<file path="src/rtl/alu_seq_ctrl.sv">
// alu_seq_ctrl: multi-nibble sequencer for an external 4-bit combinational ALU.
// Accepts one command on W = 4*NIBBLES-bit operands and walks the ALU across
// the operands one nibble per cycle, LSB nibble first, chaining carry via alu_cin.
// Result and flags are held until the next accepted command.
//
// Optional feature: define ALU_SEQ_OVF_EN to add the flag_v output, which is
// signed overflow for ADD/ADC/INC.
//
// Ports:
//   clk, reset_n            clock (rising edge), async active-low reset
//   start, cmd, op_a, op_b  command request, opcode and operands
//   cin_in                  initial carry for ADC
//   busy, done              running indicator / one-cycle completion pulse
//   result, flag_z/c/s      W-bit result and zero/carry/sign flags
//   flag_v                  signed overflow (only with ALU_SEQ_OVF_EN)
//   alu_a/b/cin/op/l        drive to the external ALU (0 when not running)
//   alu_r/z/c/s             sampled outputs of the external ALU
module alu_seq_ctrl #(
    parameter int unsigned NIBBLES = 4
) (
    input  logic                   clk,
    input  logic                   reset_n,
    input  logic                   start,
    input  logic [2:0]             cmd,
    input  logic [4*NIBBLES-1:0]   op_a,
    input  logic [4*NIBBLES-1:0]   op_b,
    input  logic                   cin_in,
    output logic                   busy,
    output logic                   done,
    output logic [4*NIBBLES-1:0]   result,
    output logic                   flag_z,
    output logic                   flag_c,
    output logic                   flag_s,
`ifdef ALU_SEQ_OVF_EN
    output logic                   flag_v,
`endif
    output logic [3:0]             alu_a,
    output logic [3:0]             alu_b,
    output logic                   alu_cin,
    output logic [1:0]             alu_op,
    output logic                   alu_l,
    input  logic [3:0]             alu_r,
    input  logic                   alu_z,
    input  logic                   alu_c,
    input  logic                   alu_s
);

    localparam int unsigned W     = 4 * NIBBLES;
    localparam int unsigned IDX_W = $clog2(NIBBLES);
    localparam logic [IDX_W-1:0] LAST_IDX = IDX_W'(NIBBLES - 1);

    localparam logic [2:0] CMD_ADD  = 3'd0;
    localparam logic [2:0] CMD_ADC  = 3'd1;
    localparam logic [2:0] CMD_INC  = 3'd2;
    localparam logic [2:0] CMD_AND  = 3'd3;
    localparam logic [2:0] CMD_OR   = 3'd4;
    localparam logic [2:0] CMD_XOR  = 3'd5;
    localparam logic [2:0] CMD_NOT  = 3'd6;
    localparam logic [2:0] CMD_PASS = 3'd7;

    typedef enum logic [1:0] {
        S_IDLE = 2'd0,
        S_RUN  = 2'd1,
        S_DONE = 2'd2
    } state_t;

    state_t state_q;
    state_t next_state;
    logic   accept;
    logic   last;

    logic [W-1:0]     a_q;
    logic [W-1:0]     b_q;
    logic             arith_q;
    logic             zacc_q;
    logic [IDX_W-1:0] idx_q;
    logic [IDX_W-1:0] idx_nxt;

    // Arithmetic commands chain carry and report it; logic commands do not.
    function automatic logic is_arith(input logic [2:0] c);
        return (c == CMD_ADD) || (c == CMD_ADC) || (c == CMD_INC);
    endfunction

    // INC and PASS feed B=0 so the ALU adds/ORs against nothing.
    function automatic logic zero_b(input logic [2:0] c);
        return (c == CMD_INC) || (c == CMD_PASS);
    endfunction

    // ALU opcode per command; PASS is OR with B=0.
    function automatic logic [1:0] op_of(input logic [2:0] c);
        logic [1:0] op;
        case (c)
            CMD_AND:  op = 2'b00;
            CMD_OR:   op = 2'b01;
            CMD_XOR:  op = 2'b10;
            CMD_NOT:  op = 2'b11;
            CMD_PASS: op = 2'b01;
            default:  op = 2'b10;
        endcase
        return op;
    endfunction

    assign idx_nxt = idx_q + IDX_W'(1);

    // State register
    always_ff @(posedge clk or negedge reset_n) begin
        if (!reset_n) begin
            state_q <= S_IDLE;
        end else begin
            state_q <= next_state;
        end
    end

    // Next-state and control decode
    always_comb begin
        next_state = state_q;
        accept     = 1'b0;
        last       = 1'b0;
        case (state_q)
            S_IDLE: begin
                if (start) begin
                    accept     = 1'b1;
                    next_state = S_RUN;
                end
            end
            S_RUN: begin
                if (idx_q == LAST_IDX) begin
                    last       = 1'b1;
                    next_state = S_DONE;
                end
            end
            S_DONE: begin
                if (start) begin
                    accept     = 1'b1;
                    next_state = S_RUN;
                end else begin
                    next_state = S_IDLE;
                end
            end
            default: next_state = S_IDLE;
        endcase
    end

    // Datapath: operand latch, nibble walk, result/flag capture and ALU drive.
    // alu_* are registered one cycle ahead so they present nibble[idx] during RUN.
    always_ff @(posedge clk or negedge reset_n) begin
        if (!reset_n) begin
            busy    <= 1'b0;
            done    <= 1'b0;
            result  <= '0;
            flag_z  <= 1'b0;
            flag_c  <= 1'b0;
            flag_s  <= 1'b0;
`ifdef ALU_SEQ_OVF_EN
            flag_v  <= 1'b0;
`endif
            alu_a   <= 4'h0;
            alu_b   <= 4'h0;
            alu_cin <= 1'b0;
            alu_op  <= 2'b00;
            alu_l   <= 1'b0;
            a_q     <= '0;
            b_q     <= '0;
            arith_q <= 1'b0;
            zacc_q  <= 1'b0;
            idx_q   <= '0;
        end else begin
            busy <= (next_state == S_RUN);
            done <= (next_state == S_DONE);
            if (accept) begin
                a_q     <= op_a;
                b_q     <= zero_b(cmd) ? '0 : op_b;
                arith_q <= is_arith(cmd);
                zacc_q  <= 1'b1;
                idx_q   <= '0;
                result  <= '0;
                alu_a   <= op_a[3:0];
                alu_b   <= zero_b(cmd) ? 4'h0 : op_b[3:0];
                alu_cin <= (cmd == CMD_ADC) ? cin_in : (cmd == CMD_INC);
                alu_op  <= op_of(cmd);
                alu_l   <= ~is_arith(cmd);
            end else if (state_q == S_RUN) begin
                result <= result | (W'(alu_r) << {idx_q, 2'b00});
                zacc_q <= zacc_q & alu_z;
                if (last) begin
                    idx_q   <= '0;
                    flag_z  <= zacc_q & alu_z;
                    flag_c  <= arith_q & alu_c;
                    flag_s  <= alu_s;
`ifdef ALU_SEQ_OVF_EN
                    // Same-sign operands producing a different-sign result.
                    flag_v  <= arith_q && (a_q[W-1] == b_q[W-1]) && (alu_r[3] != a_q[W-1]);
`endif
                    alu_a   <= 4'h0;
                    alu_b   <= 4'h0;
                    alu_cin <= 1'b0;
                    alu_op  <= 2'b00;
                    alu_l   <= 1'b0;
                end else begin
                    idx_q   <= idx_nxt;
                    alu_a   <= 4'(a_q >> {idx_nxt, 2'b00});
                    alu_b   <= 4'(b_q >> {idx_nxt, 2'b00});
                    alu_cin <= alu_c;
                end
            end
        end
    end

endmodule

</file>
<file path="config.mk">
export PLATFORM = sky130hd
export DESIGN_NAME = alu_seq_ctrl
export DESIGN_NICKNAME = d
export VERILOG_FILES = /design/src/rtl/alu_seq_ctrl.sv
export SDC_FILE = /design/constraint.sdc
export NUM_CORES = 1
export LEC_CHECK = 0
export CAP_MARGIN = 10
export CELL_PAD_IN_SITES_DETAIL_PLACEMENT = 1
export CELL_PAD_IN_SITES_GLOBAL_PLACEMENT = 1
export CORE_MARGIN = 3
export CORE_UTILIZATION = 41
export DETAILED_ROUTE_END_ITERATION = 16
export GPL_TIMING_DRIVEN = 0
export PLACE_DENSITY = 0.95
export RECOVER_POWER = 50
export SYNTH_ARGS = -nofsm -noshare
export SYNTH_HDL_FRONTEND = slang
export SYNTH_SLANG_ARGS = --single-unit
</file>
<file path="constraint.sdc">
create_clock -name clk -period 3.4 [get_ports clk]
set_input_delay 0.51 -clock clk [delete_from_list [all_inputs] [get_ports clk]]
set_output_delay 0.51 -clock clk [all_outputs]
set_load 0.01 [all_outputs]
</file>
==> summary.md <==
| Metric | Value |
|---|---|
| Sequential area share after synthesis | 0.601 |
| Main combinational cell family by area after synthesis | compound AO/OA/AOI/OAI gates |
| Avg Inst Size Synth | 12.5 µm² |
| Syn Std Cell Area | 0.00295 mm² |
| Worst slew margin | -0.171 |
| Worst setup path category | in2reg |
| Critical Path, Cell by Cell | dlygate4sd3_1, nor2b_1, clkbuf_1, buf_2, nand2_1, nand2_1 |
| Initial antenna violation count | 0 |
| CTS H-tree depth | 3 |
| Worst Max-Slew Pin Slew | 1.76 ns |
| Num CTS Buffers | 9 |
| Area Overhead vs Synth | 35.7% |
| Post-DP HPWL | 5960 µm |
| Core Util, Final | 0.580 |
| CTS tree | built |
| NumNets Final | 371 |
| Antenna Cells | 0 |
| Failing checks | capacitance limit, slew limit |
| Setup Skew | 0.00824 ns |
| Endpoints failing setup | 0 |
| PostCTS Resize Cnt | 0 |
| Mux contribution to synthesized area | 0.0762 |
| Via count | 2326 |
| Most common cell after layout, fill and taps aside | clkdlybuf4s50_1 |
| Tcrit/Tclk final | 0.625 |
| GR Util All Layers | 0.211 |
| PwrDens | 930 mW/mm² |
| Fin crit period | 2.13 ns |
| Critical Path End Type | register |
| # hold bufs at CTS | 0 |
| Synth Area in Adders | 0.00424 |
| Die height | 90.9 µm |
| Status | complete, but fails checks |
| Detail Route Antenna Nets | 0 |
| Core area | 0.00691 mm² |
| Reg clk slew, reported paths | 0.07 ns |
| Mapped Cells | 236 |
| Max frequency | 470 MHz |
| Global route overflow | 0 |
| Synth Register Bits | 71 |
| Placed cell count | 409 |
| Worst hold path type | reg2reg |
| WHS | 0.476 ns |
| Largest net degree at the start of global routing | 72 |
| Number of buffers inserted by post-CTS setup repair | 0 |
| Vias in the first global route | 2509 |
| Clock Sinks | 71 |
| Worst VDD drop | 0.332 mV |
| DP Area | 0.00384 mm² |
| Final Slew Violations | 72 |
| Post-Synth XOR/XNOR Area | 0.00296 |
| PortBufs | 77 |
| Startpoint types | input pin |
| Compound-cell area share of the yosys netlist | 0.163 |
| Top-Level Pins | 79 |
| Clock root cell | clkbuf_8 |
| CTS Buffer Depth | 2 |
| Skew-Pair Late Insertion Delay | 0.33 ns |
| # rows | 30 |
| Yosys cell types | 33 |
| Worst-path fanout max | 10 |
| Final Hold Viols | 0 |
| Die Area | 0.00826 mm² |
| Simple-Gate Fraction of Synth Area | 0.119 |
| Initial Util | 0.428 |
| Synth area leader | dfrtp_1 |
| Setup TNS | 0 ns |
| Drt total wl | 8320 µm |
| Global-route wire length before repair | 13500 µm |
| Post-route design area | 0.00401 mm² |
| Share of layout cells above drive strength 1 | 0.0951 |
| Starting DRC count in detailed routing | 80 |
| Chip width | 90.9 µm |
| Most frequent cells in the layout | clkdlybuf4s50_1 (73), dfrtp_1 (71), nand2_1 (44) |
| Post-Syn Nets | 283 |
| CP most frequent cell | nand2_1 |
| Static Leak | 1.85 nW |
| Vias/cell | 5.51 |
| Worst Path Arrival | 2.40 ns |
| WL per Instance | 19.7 µm |
| Synth top area share | 0.601 |
| CP peak stage delay | 0.61 ns |
| Synth warnings | 0 |
| Top cells by area, synth | dfrtp_1 (60%), a22o_1 (8.9%), nand2_1 (5.6%) |
| Crit-path slowest cell | dlygate4sd3_1 |
| Max-cap viol count | 1 |
| RSZ-0062 raised after global routing | no |
| DRC | 0 |
| Routability Congestion | 0.799 |
| Crit path required time | 3.67 ns |
| Final Instance Count excl. Fillers | 422 |
| Drt first pass iters | 4 |
==> stage by stage <==
stage / setup slack [ns] / total power, mW
6_report: 1.27 / 3.73
4_1_cts: 1.32 / 3.77
3_3_place_gp: -0.490 / 3.03
2_1_floorplan: 1.74 / 2.40
5_1_grt: 1.14 / 3.97
3_5_place_dp: 1.01 / 3.16
==> metal layers <==
| metal | track usage | wire [µm] |
|---|---|---|
| met5 | 0 | 0 |
| met4 | 0.0653 | 167 |
| met3 | 0.0558 | 479 |
| met2 | 0.379 | 4370 |
| met1 | 0.247 | 3290 |
==> Yosys cell counts, drive strengths merged <==
master / count
dfrtp: 71
nand2: 44
a22o: 30
buf: 9
a21oi: 8
a221o: 8
and2: 8
mux4: 8
nor2: 7
clkbuf: 6
o21ai: 6
a21o: 4
inv: 4
a22oi: 2
and4bb: 2
mux2: 2
nand2b: 2
nand3: 2
nand3b: 2
nor3b: 2
or2: 2
a211o: 1
a32o: 1
and2b: 1
and3: 1
ha: 1
nor2b: 1
xnor2: 1
==> cell type report <==
type,count,area (µm²)
tap,96,120
sequential,71,1780
timing repair buffer,77,766
multi-input combinational,146,1080
inverter,4,15.0
fill,751,2900
clock inverter,1,5.00
buffer,15,80.1
clock buffer,12,165
==> state kept, by name (all words and copies together) (netlist names) <==
signal,flops
done,1
flag_c,1
a_q,16
arith_q,1
state_q,2
alu_cin,1
alu_op,2
flag_z,1
b_q,16
alu_l,1
zacc_q,1
busy,1
flag_s,1
alu_b,4
idx_q,2
result,16
alu_a,4
==> report_power, final <==
group	switching [mW]	internal [mW]
combinational	0.718	0.908
sequential	0.256	1.25
clock	0.286	0.312
==> kinds of logic (layout without fill, tap and decap cells) <==
logic type / Yosys count / count (layout)
XOR/XNOR: 1 / 1
adder cells (fa/ha/maj): 1 / 1
buffers and inverters: 19 / 109
flip-flops: 71 / 71
multiplexers: 10 / 10
AO/OA/AOI/OAI: 60 / 60
AND/OR/NAND/NOR: 74 / 74
==> worst paths after layout <==
kind	to	from	cells past startpoint	slack, ns
max reg2reg	a_q[11]$_DFFE_PN0P_	state_q[0]$_DFF_PN0_	6	1.57
max in group asynchronous	result[8]$_DFFE_PN0P_	reset_n	1	1.72
max	a_q[11]$_DFFE_PN0P_	start	6	1.27
min in group asynchronous	alu_b[1]$_DFFE_PN0P_	reset_n	1	0.64
min reg2reg	a_q[6]$_DFFE_PN0P_	a_q[6]$_DFFE_PN0P_	2	0.48
min	a_q[6]$_DFFE_PN0P_	a_q[6]$_DFFE_PN0P_	2	0.48
==> critical path: cells and delay by family <==
kind	cells	cell delay (ns)
buf+inv	3	1.32
simple gates	3	0.56
No activity file was read; power rests on OpenSTA's default activity.
